[config.mk]
export PLATFORM = sky130hd
export DESIGN_NAME = branch_predictor_flat
export DESIGN_NICKNAME = d
export VERILOG_FILES = /design/src/rtl/branch_predictor_pkg.sv /design/src/rtl/branch_predictor_if.sv /design/src/rtl/branch_predictor_sat_counter.sv /design/src/rtl/branch_predictor.sv /design/src/flat_wrapper.sv
export SDC_FILE = /design/constraint.sdc
export NUM_CORES = 2
export LEC_CHECK = 0
export BUFFER_PORTS_ARGS = -buffer_cell sky130_fd_sc_hd__buf_2
export CORE_MARGIN = 1.5
export CORE_UTILIZATION = 50
export CTS_CLUSTER_DIAMETER = 40
export DETAILED_ROUTE_END_ITERATION = 12
export PLACE_DENSITY = 0.67
export SETUP_SLACK_MARGIN = 0.05
export SYNTH_ARGS = -nofsm -noshare
export SYNTH_HDL_FRONTEND = slang
export SYNTH_SLANG_ARGS = --single-unit
[constraint.sdc]
create_clock -name clk -period 7.9 [get_ports clk]
set_clock_uncertainty 0.1 [all_clocks]
set_input_delay 0.395 -clock clk [delete_from_list [all_inputs] [get_ports clk]]
set_output_delay 0.395 -clock clk [all_outputs]
set_load 0.05 [all_outputs]
[src/rtl/branch_predictor_pkg.sv]
// Shared constants, width helpers and counter encodings for the BTB predictor.
// Latency: n/a (compile-time only).
// Backpressure: n/a.
package branch_predictor_pkg;

    localparam int XLEN_DEF     = 32;
    localparam int ENTRIES_DEF  = 16;
    localparam int CTR_BITS_DEF = 2;
    localparam int CNT_W_DEF    = 32;

    // Counter encodings at the default counter width.
    localparam int CTR_MAX    = (1 << CTR_BITS_DEF) - 1;
    localparam int CTR_WEAK_T = 1 << (CTR_BITS_DEF - 1);

    function automatic int f_clog2(input int n);
        int r;
        r = 0;
        for (int i = 0; i < 31; i++) begin
            if ((1 << i) < n) r = i + 1;
        end
        return r;
    endfunction

    function automatic int f_idx_w(input int entries);
        return f_clog2(entries);
    endfunction

    // pc[1:0] is never part of index or tag.
    function automatic int f_tag_w(input int xlen, input int entries);
        return xlen - f_clog2(entries) - 2;
    endfunction

    function automatic int f_ctr_max(input int bits);
        return (1 << bits) - 1;
    endfunction

    // Lowest count whose MSB is set: freshly allocated entries start weakly taken.
    function automatic int f_ctr_weak_t(input int bits);
        return 1 << (bits - 1);
    endfunction

endpackage

[src/rtl/branch_predictor_if.sv]
// Lookup/update bundle between the pipeline (master) and the predictor (slave).
// Latency: lookup and mispredict are combinational; updates land on the next clk edge.
// Backpressure: none; the predictor accepts an update every cycle.
interface branch_predictor_if #(
    parameter int XLEN = 32
);
    logic [XLEN-1:0] pc_if;            // IF-stage PC to look up
    logic            pred_taken;       // predicted taken
    logic [XLEN-1:0] pred_target;      // predicted target, 0 when not taken
    logic            upd_valid;        // resolving branch/jump this cycle
    logic [XLEN-1:0] upd_pc;
    logic            upd_taken;
    logic [XLEN-1:0] upd_target;
    logic            upd_pred_taken;   // prediction carried down the pipeline
    logic [XLEN-1:0] upd_pred_target;
    logic            inv;              // invalidate every entry
    logic            mispredict;       // carried prediction was wrong

    modport master (
        output pc_if, upd_valid, upd_pc, upd_taken, upd_target,
               upd_pred_taken, upd_pred_target, inv,
        input  pred_taken, pred_target, mispredict
    );

    modport slave (
        input  pc_if, upd_valid, upd_pc, upd_taken, upd_target,
               upd_pred_taken, upd_pred_target, inv,
        output pred_taken, pred_target, mispredict
    );
endinterface

[src/rtl/branch_predictor_sat_counter.sv]
// Saturating up/down counter with synchronous load; sticks at 0 and all-ones.
// Latency: 1 cycle (registered). Priority rst > load > inc/dec; inc and dec together hold.
// Backpressure: none.
// Ports: clk, rst, i_inc, i_dec, i_load, i_load_val -> o_q.
module branch_predictor_sat_counter #(
    parameter int W = 2
) (
    input  logic         clk,
    input  logic         rst,
    input  logic         i_inc,
    input  logic         i_dec,
    input  logic         i_load,
    input  logic [W-1:0] i_load_val,
    output logic [W-1:0] o_q
);
    logic [W-1:0] r_q;

    always_ff @(posedge clk) begin
        if (rst) begin
            r_q <= '0;
        end else if (i_load) begin
            r_q <= i_load_val;
        end else if (i_inc && !i_dec && (r_q != '1)) begin
            r_q <= r_q + W'(1);
        end else if (i_dec && !i_inc && (r_q != '0)) begin
            r_q <= r_q - W'(1);
        end
    end

    assign o_q = r_q;
endmodule

[src/rtl/branch_predictor.sv]
// Direct-mapped tagged BTB with per-entry saturating counters plus hit/mispredict stats.
// Latency: lookup and mispredict combinational; training and stats update on next clk edge.
// Backpressure: none; one update per cycle, dropped if rst or inv is asserted with it.
// Ports: clk, rst (sync, active-high); bp (slave side of branch_predictor_if);
//        stat_lookups / stat_mispred saturating statistics.
module branch_predictor
    import branch_predictor_pkg::*;
#(
    parameter int XLEN     = XLEN_DEF,
    parameter int ENTRIES  = ENTRIES_DEF,
    parameter int CTR_BITS = CTR_BITS_DEF,
    parameter int CNT_W    = CNT_W_DEF
) (
    input  logic                 clk,
    input  logic                 rst,
    branch_predictor_if.slave    bp,
    output logic [CNT_W-1:0]     stat_lookups,
    output logic [CNT_W-1:0]     stat_mispred
);
    localparam int IDX_W = f_idx_w(ENTRIES);
    localparam int TAG_W = f_tag_w(XLEN, ENTRIES);
    localparam logic [CTR_BITS-1:0] C_WEAK_T = CTR_BITS'(f_ctr_weak_t(CTR_BITS));

    // The entry's counter lives in its own sat_counter instance (w_ctr).
    typedef struct packed {
        logic             valid;
        logic [TAG_W-1:0] tag;
        logic [XLEN-1:0]  target;
    } entry_t;

    entry_t              r_tab [ENTRIES];
    logic [CTR_BITS-1:0] w_ctr [ENTRIES];

    logic [IDX_W-1:0] w_lk_idx, w_up_idx;
    logic [TAG_W-1:0] w_lk_tag, w_up_tag;
    logic             w_lk_hit, w_up_hit, w_upd;
    logic             w_unused;

    assign w_lk_idx = bp.pc_if[IDX_W+1:2];
    assign w_lk_tag = bp.pc_if[XLEN-1:IDX_W+2];
    assign w_up_idx = bp.upd_pc[IDX_W+1:2];
    assign w_up_tag = bp.upd_pc[XLEN-1:IDX_W+2];
    assign w_unused = ^{bp.pc_if[1:0], bp.upd_pc[1:0]};

    // Lookup reads current register contents, so a same-cycle update is not visible yet.
    assign w_lk_hit       = r_tab[w_lk_idx].valid && (r_tab[w_lk_idx].tag == w_lk_tag);
    assign bp.pred_taken  = w_lk_hit && w_ctr[w_lk_idx][CTR_BITS-1];
    assign bp.pred_target = bp.pred_taken ? r_tab[w_lk_idx].target : '0;

    assign bp.mispredict = bp.upd_valid &&
                           ((bp.upd_pred_taken != bp.upd_taken) ||
                            (bp.upd_taken && (bp.upd_pred_target != bp.upd_target)));

    // rst is handled inside each register's own priority; inv drops the update here.
    assign w_upd    = bp.upd_valid && !bp.inv;
    assign w_up_hit = r_tab[w_up_idx].valid && (r_tab[w_up_idx].tag == w_up_tag);

    always_ff @(posedge clk) begin
        if (rst) begin
            for (int e = 0; e < ENTRIES; e++) r_tab[e] <= '0;
        end else if (bp.inv) begin
            for (int e = 0; e < ENTRIES; e++) r_tab[e].valid <= 1'b0;
        end else if (w_upd && bp.upd_taken) begin
            // Taken: a hit refreshes the target, a miss evicts whatever is there.
            r_tab[w_up_idx].target <= bp.upd_target;
            if (!w_up_hit) begin
                r_tab[w_up_idx].valid <= 1'b1;
                r_tab[w_up_idx].tag   <= w_up_tag;
            end
        end
    end

    for (genvar e = 0; e < ENTRIES; e++) begin : g_ctr
        logic w_sel;
        assign w_sel = w_upd && (w_up_idx == IDX_W'(e));

        branch_predictor_sat_counter #(.W(CTR_BITS)) u_ctr (
            .clk        (clk),
            .rst        (rst),
            .i_inc      (w_sel && w_up_hit && bp.upd_taken),
            .i_dec      (w_sel && w_up_hit && !bp.upd_taken),
            .i_load     (w_sel && !w_up_hit && bp.upd_taken),
            .i_load_val (C_WEAK_T),
            .o_q        (w_ctr[e])
        );
    end

    branch_predictor_sat_counter #(.W(CNT_W)) u_stat_lookups (
        .clk        (clk),
        .rst        (rst),
        .i_inc      (w_upd),
        .i_dec      (1'b0),
        .i_load     (1'b0),
        .i_load_val ('0),
        .o_q        (stat_lookups)
    );

    branch_predictor_sat_counter #(.W(CNT_W)) u_stat_mispred (
        .clk        (clk),
        .rst        (rst),
        .i_inc      (w_upd && bp.mispredict),
        .i_dec      (1'b0),
        .i_load     (1'b0),
        .i_load_val ('0),
        .o_q        (stat_mispred)
    );
endmodule

[src/flat_wrapper.sv]
// flat-port wrapper written by rule: the top's interface ports become plain ports
module branch_predictor_flat import branch_predictor_pkg::*;
#(
    parameter int XLEN     = XLEN_DEF,
    parameter int ENTRIES  = ENTRIES_DEF,
    parameter int CTR_BITS = CTR_BITS_DEF,
    parameter int CNT_W    = CNT_W_DEF
)
  (clk, rst, stat_lookups, stat_mispred, bp_pc_if, bp_upd_valid, bp_upd_pc, bp_upd_taken, bp_upd_target, bp_upd_pred_taken, bp_upd_pred_target, bp_inv, bp_pred_taken, bp_pred_target, bp_mispredict);
  branch_predictor_if #(.XLEN(XLEN)) bp_i ();
  input  logic clk;
  input  logic rst;
  output logic [CNT_W-1:0] stat_lookups;
  output logic [CNT_W-1:0] stat_mispred;
  input wire logic [$bits(bp_i.pc_if)-1:0] bp_pc_if;
  input wire logic [$bits(bp_i.upd_valid)-1:0] bp_upd_valid;
  input wire logic [$bits(bp_i.upd_pc)-1:0] bp_upd_pc;
  input wire logic [$bits(bp_i.upd_taken)-1:0] bp_upd_taken;
  input wire logic [$bits(bp_i.upd_target)-1:0] bp_upd_target;
  input wire logic [$bits(bp_i.upd_pred_taken)-1:0] bp_upd_pred_taken;
  input wire logic [$bits(bp_i.upd_pred_target)-1:0] bp_upd_pred_target;
  input wire logic [$bits(bp_i.inv)-1:0] bp_inv;
  output wire logic [$bits(bp_i.pred_taken)-1:0] bp_pred_taken;
  output wire logic [$bits(bp_i.pred_target)-1:0] bp_pred_target;
  output wire logic [$bits(bp_i.mispredict)-1:0] bp_mispredict;
  assign bp_i.pc_if = bp_pc_if;
  assign bp_i.upd_valid = bp_upd_valid;
  assign bp_i.upd_pc = bp_upd_pc;
  assign bp_i.upd_taken = bp_upd_taken;
  assign bp_i.upd_target = bp_upd_target;
  assign bp_i.upd_pred_taken = bp_upd_pred_taken;
  assign bp_i.upd_pred_target = bp_upd_pred_target;
  assign bp_i.inv = bp_inv;
  assign bp_pred_taken = bp_i.pred_taken;
  assign bp_pred_target = bp_i.pred_target;
  assign bp_mispredict = bp_i.mispredict;
  branch_predictor #(.XLEN(XLEN), .ENTRIES(ENTRIES), .CTR_BITS(CTR_BITS), .CNT_W(CNT_W)) u_core (.clk(clk), .rst(rst), .bp(bp_i), .stat_lookups(stat_lookups), .stat_mispred(stat_mispred));
endmodule
Yosys cells after proc, flatten, opt, wreduce, memory -nomap -nowiden
Memories as Yosys holds them, arrays and structs flattened. Cells that the tools add are included.

Output and inout port bits: 98. Word-level logic and storage cells: 481. Memories kept: 1. Register bits after elaboration: 96. Memory bits (writable): 944.

Memories: u_core.r_tab (depth 16, bits a word 59, read ports 2, clocked after memory_dff 0, write ports 16, RTL line branch_predictor.sv:31) `entry_t r_tab [ENTRIES];`.

Bitwise gates (word level): 17. Order comparisons: 1. Multiplexer cells: 85. Equal/unequal tests: 37. Reduce and logical (&&, ||, !) cells: 272. Add/sub/neg operators: 34.

Operator list (number): 1-bit logical AND (170); 2-bit 2-to-1 mux (50); 32-bit by 1-bit adder with 32-bit output (second input constant) (2); 32-bit != test (second input constant) (2); 2-bit nonzero test (32); 59-bit 2-to-1 mux (1); 59-bit OR reduction (1); 26-bit equality test (2); 3-bit nonzero test (16); 1-bit logical NOT (35); 2-bit by 1-bit adder with 2-bit output (second input constant) (16); 4-bit equality test (second input constant) (8); 32-bit 2-to-1 mux (1); 2-bit != test (second input constant) (16); 32-bit != test (1); 2-bit OR reduction (16); 2-bit by 1-bit subtractor with 2-bit output (second input constant) (16); 1-bit 2-to-1 mux (30); 4-bit by 3-bit equality test with 1-bit output (second input constant) (4); 1-bit bitwise OR (16); 2-bit binary-select mux with 4-bit select (1); 4-bit by 2-bit equality test with 1-bit output (second input constant) (2); 5-bit greater-or-equal comparator (second input constant) (1); 4-bit NOT with 5-bit output (1); 6 further kinds (6).

Depth between registers and ports, before layout
Depth in word-level cells: 11. Gate-level depth with buffers: 16. Gate-level depth less buffers: 10.

Cells and area by module
Synthesis repeated with hierarchy kept, for this count alone.

Cell total of the unflattened synthesis: 4445. Area total of the unflattened synthesis: 58173.3 µm².

By module, submodules not included: branch_predictor (area each 48739.2 µm², cells an instance 3269, seq. area each 28187.0 µm², instances 1); branch_predictor_sat_counter (u_core.u_stat_lookups ...) (area each 3355.7 µm², cells an instance 436, seq. area each 640.6 µm², instances 2); branch_predictor_sat_counter (u_core.g_ctr[0].u_ctr ...) (area each 170.2 µm², cells an instance 19, seq. area each 40.0 µm², instances 16).

Worst setup path after synthesis
OpenSTA, ideal clock, no wires.

Path type: input port to output port. Start: input port bp_pc_if[2]. End: output port bp_pred_target[10]. Data arrival time: 4.033 ns. Buffers on the path: 3. Data required time: 7.405 ns. Cell stages on the path: 10. Slack: 3.372 ns. Cells stage by stage: clkbuf_1 -> buf_1 -> mux4_2 -> mux4_2 -> xor2_1 -> nor4_1 -> nand4_1 -> or4_1 -> clkbuf_1 -> nor2b_1.

Cells in the longest elaborated chain, start to end: 6.

Ends and longest elaborated chain: start: declaration (RTL line flat_wrapper.sv:15) `input wire logic [$bits(bp_i.pc_if)-1:0] bp_pc_if;`; branches (longest 5 deep; another with memory read 16 x 59 bit); 32-bit 2-to-1 mux * (RTL line branch_predictor.sv:48) `assign bp.pred_target = bp.pred_taken ? r_tab[w_lk_idx].target : '0;`; end: declaration (RTL line flat_wrapper.sv:24) `output wire logic [$bits(bp_i.pred_target)-1:0] bp_pred_target;`.

Mark *: on every way between the ends. The select of a mux whose other input is x is not followed.

Worst setup path after layout
Start: input port bp_pc_if[2]. End: output port bp_pred_target[17].

The elaborated chain is that of the path after synthesis.

==> metrics.md <==
| Metric | Value |
|---|---|
| Drt total wl | 157700 um |
| XOR/XNOR Fraction of Synth Area | 2.425% |
| Warnings from Yosys | 0 |
| Largest family of logic cells by synthesized area | multiplexers |
| Flop2flop setup slack | 2.98 ns |
| WP data arrival | 5.37 ns |
| Final core occ | 57.21% |
| Compound-gate portion of the synthesized area | 2.497% |
| Pwr dens | 235.7 nW/um^2 |
| Area grow syn2layout | 13.36% |
| P_leak | 22.29 nW |
| Min cycle time layout | 5.868 ns |
| H-tree levels | 4 |
| CTS buffer count | 139 |
| Critical path peak fanout | 79 |
| Drt first pass iters | 6 |
| CP Class | in2out |
| Final Hold Vio Count | 0 |
| Synth Flop Type | edfxtp_1 |
| VDD IR max | 0.1601 mV |
| Register bit total from synthesis | 1040 |
| CP max stage delay | 1.15 ns |
| Rows | 118 |
| Final setup fails | 0 |
| Ys async rst share | 0% |
| Synth cell types | 75 |
| DRT antenna net count | 0 |
| Die W | 326.5 um |
| Clk sink count | 1040 |
| Max Clk Rate | 170.4 MHz |
| Adder-cell share of the synthesized area | 0.04784% |
| Gate Count Post-Synth | 3653 |
| Input/output buffers | 227 |
| Root Driver | clkbuf_16 |
| Area of the multi-input gates | 20670 sq um |
| Hold Crit Class | in2reg |
| Setup ws final | 2.032 ns |
| Max Cap Viol | 0 |
| WHS Path Cells | 2 |
| Clock Tree Buf Depth | 3 |
| DPL Wire Length | 88030 um |
| Worst-path clk slew | 0.05 ns |
| Hold endpoint | u_core.r_tab[8][17] |
| Dpl ws | 1.998 ns |
| Total congestion overflow | 0 |
| Status | finished clean |
| Initial Utilization | 50.47% |
| Post-CTS setup buffers | 0 |
| Largest net degree at the start of global routing | 147 |
| NumNets Final | 3892 |
| R2R cell count | 10 |
| Tcrit/Tclk final | 74.27% |
| First-pass GRT wire length | 228500 um |
| Worst-Skew Late Latency | 0.75 ns |
| Area share of and/or/nand/nor cells after synthesis | 15.94% |
| Reg-to-Reg Start | u_core.r_tab[1][37] |
| Syn avg cell area | 14.32 sq um |
| Die Area | 106600 sq um |
| Via count | 33640 |
| TritonCTS clock tree | built |
| Syn nets | 3789 |
| Slew Limit Fails | 0 |
| Setup total negative slack | 0 ns |
| WL/cell | 30.00 um |
| Crit path capture type | output port |
| Core Footprint | 103600 sq um |
| RD Place Congestion | 0.8817 |
| Filler cells | 8048 |
| Initial antenna violation count | 19 |
| Hold path start | bp_upd_target[17] |
| Number of vias per cell | 6.399 |
| Overall die height | 326.5 um |
| RSZ-0062 raised after global routing | no |
| CP Launch Type | primary input |
| RR Endpoint | u_core.r_tab[10][37] |
| Post-synth EDFFs | 928 |
| Layout cells sized above 1 | 25.86% |
| Top Ports | 232 |
| Worst-margin pin slew | 1.256 ns |
| Vias in the first global route | 33690 |
| Worst path slowest cell | or4_2 |
| Cells along the critical path | buf_8 > buf_4 > mux4_2 > mux4_2 > xnor2_1 > nand4_1 > or4_2 > buf_4 > nor2b_1 > buf_2 |
| Mux cell area share after synthesis | 18.36% |
| Relative slew slack | 16.27% |
| Synth Cell Area | 52310 sq um |
| DRT iter0 DRCs | 4033 |
| GR Util All Layers | 29.58% |
| CP required | 7.40 ns |
| CP bufs+invs | 4 |
| Part of the Yosys area used for sequential elements | 57.56% |
| DRC Markers | 0 |
| Register Area | 30110 sq um |
| CP top delay family | buffers and inverters |
-- layout by cell type, fill, tap and decap left out, types with 17 or more instances in the layout --
cell,n
edfxtp_1,928
and2_1,522
and3_1,432
mux4_2,391
buf_2,219
clkbuf_16,151
nor2_1,117
dfxtp_1,112
nand2_1,104
buf_4,95
xor2_1,94
mux2i_1,75
nand3_1,52
xnor2_1,49
nor2b_1,41
a21oi_1,40
nor4_1,37
nand4_1,32
inv_1,30
o21ai_0,25
nor3_1,21
or2_2,19
clkinv_2,19
a22o_1,17
clkbuf_1,17
-- per-layer routing --
metal	vias to the layer above	track usage [%]	part of all wire, %
li1	14220	-	-
met1	17160	39.25	38
met2	1873	47.46	48
met3	386	6.248	9.9
met4	6	12.65	4.2
met5	-	0	0.023
-- registers in the layout (all words and copies together) (netlist names) --
register,count
u_core.r_tab,944
u_core.g_ctr.u_ctr.o_q,32
u_core.u_stat_lookups.o_q,32
u_core.u_stat_mispred.o_q,32
-- power by group --
part	switching (mW)	total [mW]	leakage [nW]	internal (mW)
sequential	0.104	6.35	9.73	6.25
clock	2.49	6.43	2.32	3.94
combinational	0.701	1.20	10.2	0.496
total	3.30	14.0	22.3	10.7
-- area by class of cell --
cell class,instances,area share [%]
inverter,30,0.1899
clock buffer,168,6.480
sequential,1040,50.78
multi-input combinational,2225,34.85
timing repair buffer,320,3.190
clock inverter,88,1.570
antenna,7,0.02954
tap,1380,2.912
-- worst max-delay path by stage --
| stage | start | slack [ns] | depth (start not counted) | endpoint |
|---|---|---|---|---|
| after global routing | bp_pc_if[2] | 1.77 | 13 | bp_pred_target[16] |
| after global placement | bp_pc_if[2] | 2.03 | 9 | bp_pred_target[29] |
| after detailed placement | bp_pc_if[2] | 2.00 | 10 | bp_pred_target[17] |
| after floorplan | bp_pc_if[2] | 3.37 | 10 | bp_pred_target[10] |
| after CTS | bp_pc_if[2] | 1.95 | 10 | bp_pred_target[17] |
| final | bp_pc_if[2] | 2.03 | 10 | bp_pred_target[17] |
-- per-stage QoR --
step / std cells / hold slack, ns / total power, mW / cell area (sq um)
finish: 5258 / 0.03996 / 13.98 / 59300
global route: 5255 / 0.06054 / 14.31 / 59290
CTS: 5251 / 0.007609 / 14.03 / 59280
detailed placement: 4994 / 0.3906 / 7.646 / 54500
global placement: 4994 / 0.3757 / 7.624 / 54500
floorplan: 3653 / 0.3574 / 7.187 / 52310
-- kinds of logic after synthesis --
kind of cell    count (synthesis)
compound gates                184
xor+xnor                      144
fa+ha+maj                       2
buf+inv                       388
flops                        1040
mux                           469
simple gates                 1426
-- synth_stat cells, types with 3 or more instances --
cell type | count | area share, %
or2_2 | 19 | 0.23
mux2i_1 | 75 | 1.4
o21ai_0 | 25 | 0.24
xor2_1 | 94 | 1.6
clkbuf_1 | 273 | 2.0
nor2_1 | 120 | 0.86
nand2b_1 | 3 | 0.036
nand3_1 | 52 | 0.50
or3_1 | 7 | 0.084
and3_1 | 432 | 5.2
a211oi_1 | 8 | 0.11
nand4_1 | 32 | 0.38
nand2_1 | 104 | 0.75
a22oi_1 | 6 | 0.086
a311oi_1 | 4 | 0.067
inv_1 | 30 | 0.22
a21o_1 | 15 | 0.22
and2_1 | 522 | 6.2
buf_6 | 11 | 0.24
nor3_1 | 33 | 0.32
edfxtp_1 | 928 | 53
a31oi_1 | 11 | 0.13
a221oi_1 | 11 | 0.18
a21oi_1 | 40 | 0.38
buf_4 | 6 | 0.086
dfxtp_1 | 112 | 4.3
o21a_1 | 12 | 0.17
o211ai_1 | 7 | 0.10
xnor2_1 | 49 | 0.82
o22ai_1 | 3 | 0.036
buf_1 | 17 | 0.12
and4_1 | 6 | 0.10
nor4b_1 | 3 | 0.050
a22o_1 | 17 | 0.28
buf_2 | 48 | 0.46
buf_8 | 3 | 0.086
nor4_1 | 38 | 0.45
mux4_2 | 391 | 17
nor2b_1 | 41 | 0.49
-- repair_timing --
action,in CTS,in global routing
hold buffers,1,0
hold endpoints to repair,12,0
gates resized for setup,0,0
Power figures use the tool's default switching activity.
